$ cat config.mk
export PLATFORM = sky130hd
export DESIGN_NAME = mux4_rr_arbiter
export DESIGN_NICKNAME = d
export VERILOG_FILES = /design/src/rtl/mux4_rr_arbiter.sv
export SDC_FILE = /design/constraint.sdc
export NUM_CORES = 1
export LEC_CHECK = 0
export ABC_AREA = 1
export BUFFER_PORTS_ARGS = -buffer_cell sky130_fd_sc_hd__buf_2
export CAP_MARGIN = 25
export CORE_ASPECT_RATIO = 1.75
export CORE_MARGIN = 2
export CORE_UTILIZATION = 35
export CTS_CLUSTER_SIZE = 14
export DETAILED_ROUTE_END_ITERATION = 8
export PLACE_DENSITY = 0.5
export SYNTH_ARGS = -nofsm -noshare
export SYNTH_HDL_FRONTEND = slang
export SYNTH_SLANG_ARGS = --single-unit
$ cat constraint.sdc
create_clock -name clk -period 3.2 [get_ports clk]
set_clock_uncertainty 0.15 [all_clocks]
set_input_delay 0.32 -clock clk [delete_from_list [all_inputs] [get_ports clk]]
set_output_delay 0.32 -clock clk [all_outputs]
set_load 0.05 [all_outputs]
$ cat src/rtl/mux4_rr_arbiter.sv
// Round-robin arbiter that drives the select pins of a shared 4:1 mux.
// Ownership is bounded by a hold-limit counter unless the owner asserts lock.
module mux4_rr_arbiter #(
  parameter int MAX_HOLD = 8,
  parameter int CNT_W    = 8
) (
  input  logic       clk,
  input  logic       rst_n,
  input  logic [3:0] req,
  input  logic       lock,
  output logic [3:0] grant,
  output logic       gnt_valid,
  output logic       s0,
  output logic       s1,
  output logic       preempt
);

  typedef enum logic {IDLE, GRANT} state_t;

  localparam logic [CNT_W-1:0] HOLD_MAX = CNT_W'(MAX_HOLD - 1);

  state_t           state_q, state_d;
  logic [3:0]       grant_q, grant_d;
  logic             gnt_valid_q, gnt_valid_d;
  logic             s0_q, s0_d;
  logic             s1_q, s1_d;
  logic             preempt_q, preempt_d;
  logic [CNT_W-1:0] hold_cnt_q, hold_cnt_d;
  logic [1:0]       last_owner_q, last_owner_d;

  logic [3:0]       others;
  logic [2:0]       pick_all;
  logic [2:0]       pick_oth;
  logic             do_load;
  logic [1:0]       load_idx;

  // Round-robin search starting just after 'last' and wrapping back to it.
  // Returns {found, index}.
  function automatic logic [2:0] rr_pick(input logic [1:0] last, input logic [3:0] r);
    logic [2:0] res;
    logic [1:0] idx;
    res = 3'b000;
    for (int off = 1; off <= 4; off++) begin
      idx = last + 2'(off);
      if (!res[2] && r[idx]) res = {1'b1, idx};
    end
    return res;
  endfunction

  // Next-state logic: pick winners, handle release, preemption and hold counting.
  always_comb begin
    state_d      = state_q;
    grant_d      = grant_q;
    gnt_valid_d  = gnt_valid_q;
    s0_d         = s0_q;
    s1_d         = s1_q;
    preempt_d    = 1'b0;
    hold_cnt_d   = hold_cnt_q;
    last_owner_d = last_owner_q;
    do_load      = 1'b0;
    load_idx     = 2'd0;

    // While granted, last_owner is the current owner.
    others   = req & ~(4'b0001 << last_owner_q);
    pick_all = rr_pick(last_owner_q, req);
    pick_oth = rr_pick(last_owner_q, others);

    case (state_q)
      IDLE: begin
        if (pick_all[2]) begin
          do_load  = 1'b1;
          load_idx = pick_all[1:0];
        end
      end
      GRANT: begin
        if (!req[last_owner_q]) begin
          if (pick_oth[2]) begin
            do_load  = 1'b1;
            load_idx = pick_oth[1:0];
          end else begin
            // Release with nobody waiting: select lines keep their value.
            state_d     = IDLE;
            grant_d     = 4'b0000;
            gnt_valid_d = 1'b0;
            hold_cnt_d  = '0;
          end
        end else if (!lock && (hold_cnt_q == HOLD_MAX) && pick_oth[2]) begin
          do_load   = 1'b1;
          load_idx  = pick_oth[1:0];
          preempt_d = 1'b1;
        end else if (hold_cnt_q != HOLD_MAX) begin
          hold_cnt_d = hold_cnt_q + CNT_W'(1);
        end
      end
      default: begin
        state_d = IDLE;
      end
    endcase

    if (do_load) begin
      state_d      = GRANT;
      grant_d      = 4'b0001 << load_idx;
      gnt_valid_d  = 1'b1;
      s0_d         = load_idx[1];
      s1_d         = load_idx[0];
      hold_cnt_d   = '0;
      last_owner_d = load_idx;
    end
  end

  // State and output registers with asynchronous active-low reset.
  always_ff @(posedge clk or negedge rst_n) begin
    if (!rst_n) begin
      state_q      <= IDLE;
      grant_q      <= 4'b0000;
      gnt_valid_q  <= 1'b0;
      s0_q         <= 1'b0;
      s1_q         <= 1'b0;
      preempt_q    <= 1'b0;
      hold_cnt_q   <= '0;
      last_owner_q <= 2'd3;
    end else begin
      state_q      <= state_d;
      grant_q      <= grant_d;
      gnt_valid_q  <= gnt_valid_d;
      s0_q         <= s0_d;
      s1_q         <= s1_d;
      preempt_q    <= preempt_d;
      hold_cnt_q   <= hold_cnt_d;
      last_owner_q <= last_owner_d;
    end
  end

  assign grant     = grant_q;
  assign gnt_valid = gnt_valid_q;
  assign s0        = s0_q;
  assign s1        = s1_q;
  assign preempt   = preempt_q;

endmodule
==> flow_summary.json, run 1 <==
{
  "yosysWarnings": 0,
  "setup_viol": 0,
  "fillers": 476,
  "vias_per_cell": 5.16,
  "pin_count": 15,
  "io_buffers": 14,
  "synth_cells": 210,
  "drv_slew": 0,
  "clock_latency_ns": 0.26,
  "antenna_found_initial": 0,
  "hold_depth": 4,
  "min_from": "lock",
  "outcome": "finished, final reports clean",
  "worstSetupEndpointType": "flop",
  "hold_path_class": "primary input to flop",
  "worstMarginPinSlew_ns": 0.453,
  "clockBufferDepth": 2,
  "rsz0062_at_grt": "false",
  "multi_input_area_um2": 913,
  "ys_async_sr_fraction_pct": 100,
  "die_h_um": 90.6,
  "max-vdd-ir-drop_v": 0.000569,
  "reg2reg_to": "last_owner_q[1]",
  "start_kind": "flop",
  "die_area_mm2": 0.00485,
  "power.density_mw_per_mm2": 1210,
  "cp.arrival_ns": 2.58,
  "drt-wirelength-per-cell_um": 13.8,
  "cts_max_level": 1,
  "final_area_mm2": 0.00168,
  "holdWs_ns": 0.248,
  "tns_ns": 0,
  "gr-total-overflow": 0,
  "synth_edf_count": 0,
  "hpwl_um": 3110,
  "num_vias": 1430,
  "synth_top_area_cell": "dfrtp_1",
  "drv_cap": 0,
  "relSlewSlack_pct": 69.8,
  "root_buffer": "clkbuf_8",
  "fp-row-count": 31,
  "regToRegSetupSlack_ns": 0.62,
  "drt-initial-drc-count": 28,
  "cts_resized": 0,
  "hold_end": "preempt",
  "ys_seq_area_share_pct": 31.8,
  "wl_um": 3830,
  "worstSetupPathType": "flop to flop",
  "required_ns": 3.20,
  "synth_common_cells": "nand2_1 (69), nand3_1 (28), dfrtp_1 (17), inv_1 (17), nor2_1 (16)",
  "num_antenna_cells": 0,
  "grt_pass1_wl_um": 6380,
  "clock_sinks": 19,
  "timing.fmax_mhz": 387,
  "drt_drc_violations_left": 0,
  "ant_nets": 0,
  "clk_pin_slew_ns": 0.07,
  "seq_area_um2": 478,
  "dr.pass1.iters": 4,
  "postCtsHoldBufs": 1,
  "min_period_over_period_pct": 80.8,
  "final-hold-violation-count": 0,
  "cts_setup_buffers": 0,
  "yosys.area.top_type_share_pct": 28.3,
  "synth.most_common_cell": "nand2_1",
  "cts_buffers": 3,
  "drive_gt1_share_pct": 24.1,
  "cts_tree": "yes",
  "grt_max_degree": 20,
  "rr_startpoint": "last_owner_q[1]",
  "netlist_area_mm2": 0.00150,
  "synthFlopType": "dfrtp_1",
  "chipWidth_um": 53.5,
  "syn_avg_cell_area_um2": 7.15,
  "grt_pass1_vias": 1447,
  "synth_seq_cells": 19,
  "p_leak_nw": 0.871,
  "grt.total_usage_pct": 17.6,
  "synth_nets": 222,
  "gp_congestion": 0.788,
  "synthTopCellsByArea": "dfrtp_1 (28%), nand2_1 (17%), nand3_1 (9.3%)",
  "nets": 241,
  "synthToLayoutAreaGrowth_pct": 11.8,
  "synth.distinct_cells": 28,
  "reg2reg_depth": 13,
  "cp_max_fo": 10,
  "min_period_ns": 2.58,
  "place_area_mm2": 0.00162,
  "core_area_mm2": 0.00411,
  "start_util_pct": 36.5
}
-- worst max-delay path, stage by stage (launching register included) --
cell and delay, ns:
dfstp_2 0.62, inv_2 0.12, ha_1 0.35, inv_1 0.23, nand3_1 0.18, o21ai_4 0.12
nand2_1 0.07, inv_1 0.08, nand2_1 0.06, nand2_1 0.06, nand2_1 0.06, nor2_2 0.17
nor2_4 0.07, o21ai_0 0.14
-- flip-flops by register name (all words and copies together), names as in the netlist --
name          flops
s0                1
grant             4
state_q           1
preempt           1
s1                1
gnt_valid         1
hold_cnt_q        8
last_owner_q      2
-- how the worst max path moves through the flow --
| stage | startpoint | to | slack, ns | cells past startpoint |
|---|---|---|---|---|
| finish | last_owner_q[1] | last_owner_q[1] | 0.62 | 13 |
| global route | last_owner_q[1] | last_owner_q[1] | 0.37 | 12 |
| CTS | last_owner_q[1] | grant[3] | 0.57 | 12 |
| detailed placement | last_owner_q[1] | grant[3] | 0.58 | 12 |
| global placement | last_owner_q[1] | gnt_valid | 0.57 | 11 |
| floorplan | last_owner_q[0] | hold_cnt_q[0] | 0.84 | 13 |
-- cell usage in the layout, fill, tap and decap left out, drive strengths merged --
master	netlist	layout
a21oi	3	3
buf	2	15
clkbuf	0	3
clkinv	1	2
dfrtp	17	17
dfstp	2	2
dlygate4sd3	0	1
ha	5	5
inv	22	22
nand2	81	81
nand3	29	29
nand4	4	4
nor2	22	22
nor3	1	1
o211ai	1	1
o21ai	16	16
xor2	4	4
-- cell type report --
| cell class | instances | share of cell area (%) |
|---|---|---|
| inverter | 23 | 5.44 |
| sequential | 19 | 28.5 |
| multi-input combinational | 166 | 54.4 |
| clock buffer | 3 | 2.46 |
| clock inverter | 1 | 0.298 |
| timing repair buffer | 16 | 5.22 |
| tap | 49 | 3.65 |
-- metal layers --
layer / wire length [um] / GRT usage (%) / vias to the layer above
li1: - / - / 708
met5: 0 / 0 / -
met4: 199 / 10.3 / 0
met3: 70 / 1.32 / 15
met2: 2200 / 33.5 / 28
met1: 1360 / 16.8 / 679
-- report_power, final --
group          internal, mW  leakage (nW)  switching, mW
combinational         0.433         0.605           1.05
sequential            0.327         0.241         0.0529
clock                0.0867        0.0255         0.0840
total                 0.847         0.871           1.19
-- metrics by stage --
step / setup WS, ns / util, % / cells / total power, mW
2_1_floorplan: 0.840 / - / 210 / 1.58
3_3_place_gp: 0.566 / 39.4 / 272 / 1.90
3_5_place_dp: 0.583 / 39.4 / 272 / 1.89
4_1_cts: 0.566 / 40.8 / 277 / 2.07
5_1_grt: 0.369 / 40.8 / 277 / 2.25
6_report: 0.615 / 40.8 / 277 / 2.04
-- cells by family (layout without fill, tap and decap cells) --
logic type / Yosys count / in the layout / synth area share (%)
XOR/XNOR: 4 / 4 / 2.33
flip-flops: 19 / 19 / 31.8
buffers and inverters: 25 / 43 / 7.33
adder cells (fa/ha/maj): 5 / 5 / 4.17
AND/OR/NAND/NOR: 137 / 137 / 45.2
AO/OA/AOI/OAI: 20 / 20 / 9.17
Power figures use the tool's default switching activity.
==> inputs of run 2 (changes only) <==
--- a/config.mk
+++ b/config.mk
@@ -5,7 +5,7 @@
 export SDC_FILE = /design/constraint.sdc
 export NUM_CORES = 1
 export LEC_CHECK = 0
-export ABC_AREA = 1
+export ABC_AREA = 0
 export BUFFER_PORTS_ARGS = -buffer_cell sky130_fd_sc_hd__buf_2
 export CAP_MARGIN = 25
 export CORE_ASPECT_RATIO = 1.75
@@ -13,7 +13,7 @@
 export CORE_UTILIZATION = 35
 export CTS_CLUSTER_SIZE = 14
 export DETAILED_ROUTE_END_ITERATION = 8
-export PLACE_DENSITY = 0.5
+export PLACE_DENSITY = 0.52
 export SYNTH_ARGS = -nofsm -noshare
 export SYNTH_HDL_FRONTEND = slang
 export SYNTH_SLANG_ARGS = --single-unit
==> constraint.sdc (replaced) <==
create_clock -name clk -period 2.2 [get_ports clk]
set_clock_uncertainty 0.15 [all_clocks]
set_input_delay 0.22 -clock clk [delete_from_list [all_inputs] [get_ports clk]]
set_output_delay 0.22 -clock clk [all_outputs]
set_load 0.05 [all_outputs]
==> run 2 against run 1 <==
- the flow now finishes with violations (negative setup slack)
- via count decreased by 2.0%
- clock power up 45%
- first-iteration DRC count down 7.1%
- cell area rose by 33%
- sequential power increased by 53%
- fmax is 0.12% higher
- register-to-register slack worse by 1.0 ns
- sequential cell count is the same
- combinational power up 97%
- area after synthesis up 2.7%
- cell count shrank 8.3%
- non-clock buffer count is 46 higher
- largest power group unchanged
==> flow_summary.json, run 2 <==
{
  "worst_slack_ns": -0.381,
  "start_util_pct": 35.6,
  "root_buffer": "clkbuf_8",
  "drv_slew": 0,
  "holdWs_ns": 0.208,
  "required_ns": 2.20,
  "clock_sinks": 19,
  "num_vias": 1402,
  "relSlewSlack_pct": 70.8,
  "final_cell_mix": "buf_4 (34), dfrtp_1 (17), buf_2 (14)",
  "dr.pass1.iters": 4,
  "cts_buffers": 3,
  "final_util_pct": 51.6,
  "met3_usage_pct": 1.63,
  "synthFlopType": "dfrtp_1",
  "largest_reg_flops": 8,
  "synthToLayoutAreaGrowth_pct": 44.6,
  "synth_nets": 158,
  "cts_max_level": 1,
  "synth_edf_count": 0,
  "grt_pass1_wl_um": 6720,
  "setup_viol": 18,
  "gr-total-overflow": 0,
  "antenna_found_initial": 0,
  "drt-wirelength-per-cell_um": 16.4,
  "synth_cells": 146,
  "rsz0062_at_grt": "true",
  "violations": "negative setup slack",
  "worstSetupPathType": "flop to flop",
  "synth_top_area_cell": "dfrtp_1",
  "timing.fmax_mhz": 387,
  "hold_path_class": "primary input to flop",
  "clk_pin_slew_ns": 0.07,
  "pin_count": 15,
  "drt-initial-drc-count": 26,
  "nets": 216,
  "max-vdd-ir-drop_v": 0.000926,
  "yosysWarnings": 0,
  "chipWidth_um": 54.2,
  "p_leak_nw": 0.993,
  "ant_nets": 0,
  "synth.most_common_cell": "dfrtp_1",
  "num_antenna_cells": 0,
  "io_buffers": 14,
  "ys_seq_area_share_pct": 31.0,
  "core_area_mm2": 0.00432,
  "outcome": "complete, but fails checks",
  "start_kind": "flop",
  "drive_gt1_share_pct": 57.1,
  "synthTopCellsByArea": "dfrtp_1 (28%), mux4_2 (7.3%), mux2i_1 (4.5%)",
  "drt_drc_violations_left": 0,
  "final-hold-violation-count": 0,
  "synth_seq_cells": 19,
  "cp.arrival_ns": 2.58,
  "grt.total_usage_pct": 18.3,
  "clockBufferDepth": 2,
  "synth.distinct_cells": 54,
  "drv_cap": 0,
  "path_cells": "buf_6 > ha_4 > nor2b_2 > mux4_2 > a32oi_2 > mux2i_2 > a21oi_2 > a22o_1",
  "power.density_mw_per_mm2": 1690,
  "tns_ns": -5.28,
  "syn_avg_cell_area_um2": 10.6,
  "synth_common_cells": "dfrtp_1 (17), nor2_1 (13), mux2i_1 (7)",
  "cts_tree": "yes",
  "fillers": 392,
  "crit_path_top_delay_cell": "dfstp_2",
  "final_common_cell": "buf_4",
  "gp_congestion": 0.788,
  "worstSetupEndpointType": "flop",
  "grt_max_degree": 20,
  "ys_async_sr_fraction_pct": 100,
  "largest-register": "hold_cnt_q",
  "min_period_over_period_pct": 117,
  "netlist_area_mm2": 0.00154,
  "wl_um": 4170,
  "grt_pass1_vias": 1441,
  "use_met1_pct": 20.0,
  "cp_max_fo": 4,
  "worstMarginPinSlew_ns": 0.439,
  "grt_use_met2_pct": 33.3,
  "die_h_um": 91.8,
  "place_area_mm2": 0.00194,
  "final_area_mm2": 0.00223,
  "slowest_delay_ns": 0.58,
  "min_period_ns": 2.58,
  "yosys.area.top_type_share_pct": 27.6,
  "fp-row-count": 32,
  "hpwl_um": 3100,
  "top_usage_layer": "met2",
  "clock_latency_ns": 0.26,
  "die_area_mm2": 0.00497,
  "vias_per_cell": 5.52
}
==> run 2: cell types whose count changed in the layout (fill, tap and decap cells not counted), sizes merged, moves of 6 or more <==
cell,change
inv,-18
nor2,-9
buf,+46
o21ai,-14
nand2,-77
nand3,-23
a21o,+6
nor2b,+6
mux2i,+7
==> run 2: per-layer routing <==
| layer | routed length [um] | part of all wire [%] |
|---|---|---|
| met1 | 1540 | 37 |
| met2 | 2430 | 58 |
| met3 | 100 | 2.4 |
| met4 | 102 | 2.4 |
| met5 | 0 | 0 |
==> run 2: timing repair <==
item                                    CTS  global route
pin swaps                                19            13
setup buffers                             6             4
hold endpoints to repair                 17             0
resized for setup                        21            16
endpoints found under the setup margin   18            18
hold buffers                              1             0
==> run 2: where the power goes <==
part | total, mW | internal (mW) | switching, mW
registers | 0.583 | 0.473 | 0.110
logic | 2.93 | 1.48 | 1.45
clock network | 0.248 | 0.126 | 0.122
==> run 2: cell families after synthesis <==
family	share of synthesized area, %
muxes	13.3
xor gates and xnor gates	3.98
and+or+nand+nor	21.1
DFF	31.0
adders and majority gates	4.06
buffers and inverters	7.87
AOI/OAI and AO/OA	18.7
==> run 2: path summary, 6_finish.rpt <==
kind | startpoint | end | slack [ns] | cells after the start
worst max-delay path | last_owner_q[0] | grant[2] | -0.38 | 8
worst min-delay path | lock | preempt | 0.21 | 3
worst max register to register | last_owner_q[0] | grant[2] | -0.38 | 8
worst min register to register | s0 | s0 | 0.33 | 1
max in group asynchronous | rst_n | last_owner_q[0] | 1.29 | 2
min in group asynchronous | rst_n | grant[1] | 0.28 | 2
==> run 2: cell type report <==
type,instances,area [um2],area share (%)
flip-flops and latches,19,478,21.4
clock buffers,3,41.3,1.85
inverters,4,27.5,1.23
repair buffers,62,490,22.0
multi-input cells,114,1120,50.4
well taps,51,63.8,2.86
clock inverters,1,5.00,0.224
==> run 2: through the flow <==
stage | worst slack [ns] | std cells | total power [mW]
global route | -0.448 | 254 | 4.00
floorplan | -0.525 | 146 | 2.28
global placement | -0.368 | 239 | 2.98
finish | -0.381 | 254 | 3.77
detailed placement | -0.381 | 239 | 3.02
CTS | -0.345 | 250 | 3.51
==> run 2: critical path: cells and delay by family (launching register included) <==
family / cells / cell delay (ns)
buffers and inverters: 1 / 0.14
adders and majority gates: 1 / 0.14
AOI/OAI and AO/OA: 3 / 0.62
DFF: 1 / 0.58
muxes: 2 / 0.78
and+or+nand+nor: 1 / 0.04
==> inputs of run 3 (changes only) <==
==> constraint.sdc (replaced) <==
create_clock -name clk -period 2.2 [get_ports clk]
set_clock_uncertainty 0.15 [all_clocks]
set_input_delay 0.33 -clock clk [delete_from_list [all_inputs] [get_ports clk]]
set_output_delay 0.33 -clock clk [all_outputs]
set_load 0.05 [all_outputs]
==> run 3 against run 2 <==
- register-to-register slack better by 0.02 ns
- the flow still finishes with violations (negative setup slack)
- hold slack better by 0.093 ns
- wire length up 0.26%
- highest routed layer unchanged
==> flow_summary.json, run 3 (synthesis results as in run 2) <==
{
  "outcome": "complete, but fails checks",
  "violations": "negative setup slack",
  "clockBufferDepth": 2,
  "required_ns": 2.19,
  "die_area_mm2": 0.00497,
  "holdWs_ns": 0.301,
  "chipWidth_um": 54.2,
  "p_sw_mw": 1.68,
  "pin_count": 15,
  "ant_nets": 0,
  "cts_buffers": 3,
  "gp_congestion": 0.822,
  "drive_gt1_share_pct": 58.0,
  "drv_cap": 0,
  "final_util_pct": 51.9,
  "clock_latency_ns": 0.25,
  "min_period_over_period_pct": 117,
  "power.density_mw_per_mm2": 1680,
  "start_util_pct": 35.6,
  "rr_startpoint": "last_owner_q[1]",
  "sw_frac_of_total_pct": 44.8,
  "slowest_delay_ns": 0.57,
  "hold_depth": 3,
  "relSlewSlack_pct": 70.0,
  "start_kind": "flop",
  "cts_tree": "yes",
  "setup_viol": 18,
  "cp_max_fo": 5,
  "clock_sinks": 19,
  "rsz0062_at_grt": "true",
  "drt-wirelength-per-cell_um": 16.2,
  "grt_max_degree": 20,
  "nets": 220,
  "io_buffers": 14,
  "cp.arrival_ns": 2.55,
  "final_common_cell": "buf_4",
  "hold_end": "preempt",
  "clockPowerShare_pct": 6.4,
  "worstMarginPinSlew_ns": 0.449,
  "worst_slack_ns": -0.365,
  "fp-row-count": 32,
  "dr.pass1.iters": 4,
  "hpwl_um": 3250,
  "num_antenna_cells": 0,
  "largest_reg_flops": 8,
  "cts_max_level": 1,
  "hold_path_class": "primary input to flop",
  "path_cells": "inv_2 > buf_12 > ha_4 > nor4bb_2 > a31oi_2 > a32oi_2 > mux2i_2 > a21oi_2 > a22o_1",
  "drt_drc_violations_left": 0,
  "synthToLayoutAreaGrowth_pct": 45.5,
  "grt.total_usage_pct": 18.4,
  "regToRegSetupSlack_ns": -0.36,
  "reg2reg_depth": 9,
  "wl_um": 4180,
  "max-vdd-ir-drop_v": 0.000961,
  "p_leak_nw": 1.01,
  "antenna_found_initial": 0,
  "timing.fmax_mhz": 390,
  "core_area_mm2": 0.00432,
  "worstSetupPathType": "flop to flop",
  "drt-initial-drc-count": 14,
  "min_period_ns": 2.56,
  "p_comb_share_pct": 78.3,
  "root_buffer": "clkbuf_8",
  "reg2reg_to": "grant[2]",
  "p_seq_share_pct": 15.3,
  "grt_pass1_wl_um": 6960,
  "min_from": "lock",
  "final_cell_mix": "buf_4 (41), dfrtp_1 (17), buf_2 (14)",
  "tns_ns": -4.92,
  "vias_per_cell": 5.37,
  "largest-register": "hold_cnt_q",
  "internal-power_mw": 2.08,
  "grt_pass1_vias": 1539,
  "crit_path_top_delay_cell": "dfstp_2",
  "die_h_um": 91.8,
  "num_vias": 1385,
  "final-hold-violation-count": 0,
  "gr-total-overflow": 0,
  "drv_slew": 0,
  "clk_pin_slew_ns": 0.07,
  "worstSetupEndpointType": "flop"
}
-- run 3: power groups by stage --
stage / Sequential [mW] / Clock, mW / Combinational [mW]
detailed placement: 0.575 / 0 / 2.47
global route: 0.590 / 0.264 / 3.16
floorplan: 0.714 / 0 / 1.56
CTS: 0.575 / 0.246 / 2.91
global placement: 0.568 / 0 / 2.43
finish: 0.576 / 0.240 / 2.94
-- run 3: critical path, delay by kind of cell (launching register included) --
kind	cells	cell delay, ns
buffers and inverters	2	0.19
adders and majority gates	1	0.24
and+or+nand+nor	1	0.33
muxes	1	0.29
DFF	1	0.57
AOI/OAI and AO/OA	4	0.69
-- run 3: metal layers --
metal / up-vias / track usage (%) / share of wire [%]
met2: 17 / 35.4 / 59
met5: - / 0 / 0
li1: 674 / - / -
met3: 7 / 1.63 / 1.4
met1: 687 / 19.1 / 38
met4: 0 / 6.04 / 1.6
-- run 3: layout make-up --
cell class,count,area (um2)
sequential,19,478
fill,418,2080
clock inverter,1,5.00
multi-input combinational,114,1110
clock buffer,3,41.3
tap,51,63.8
inverter,4,22.5
timing repair buffer,66,518
-- run 3: per-stage QoR --
| step | setup WS [ns] | total power, mW | instances | instance area [um2] |
|---|---|---|---|---|
| after global routing | -0.471 | 4.01 | 258 | 2240 |
| after CTS | -0.373 | 3.73 | 258 | 2230 |
| after global placement | -0.382 | 3.00 | 243 | 1970 |
| after detailed placement | -0.405 | 3.04 | 243 | 1970 |
| after floorplan | -0.525 | 2.28 | 146 | 1630 |
| final | -0.365 | 3.76 | 258 | 2240 |
-- run 3: timing repair --
action	CTS	global route
setup buffers	10	1
resized for setup	28	4
pin swaps	11	6
endpoints found under the setup margin	18	18
hold buffers	1	0
endpoints found under the hold margin	17	0
-- run 3: how the worst max path moves through the flow --
| stage | depth (start not counted) | to | from |
|---|---|---|---|
| floorplan | 11 | grant[2] | last_owner_q[0] |
| global placement | 7 | grant[2] | last_owner_q[0] |
| global route | 8 | grant[2] | last_owner_q[1] |
| finish | 9 | grant[2] | last_owner_q[1] |
| CTS | 10 | grant[2] | last_owner_q[1] |
| detailed placement | 7 | grant[2] | last_owner_q[0] |
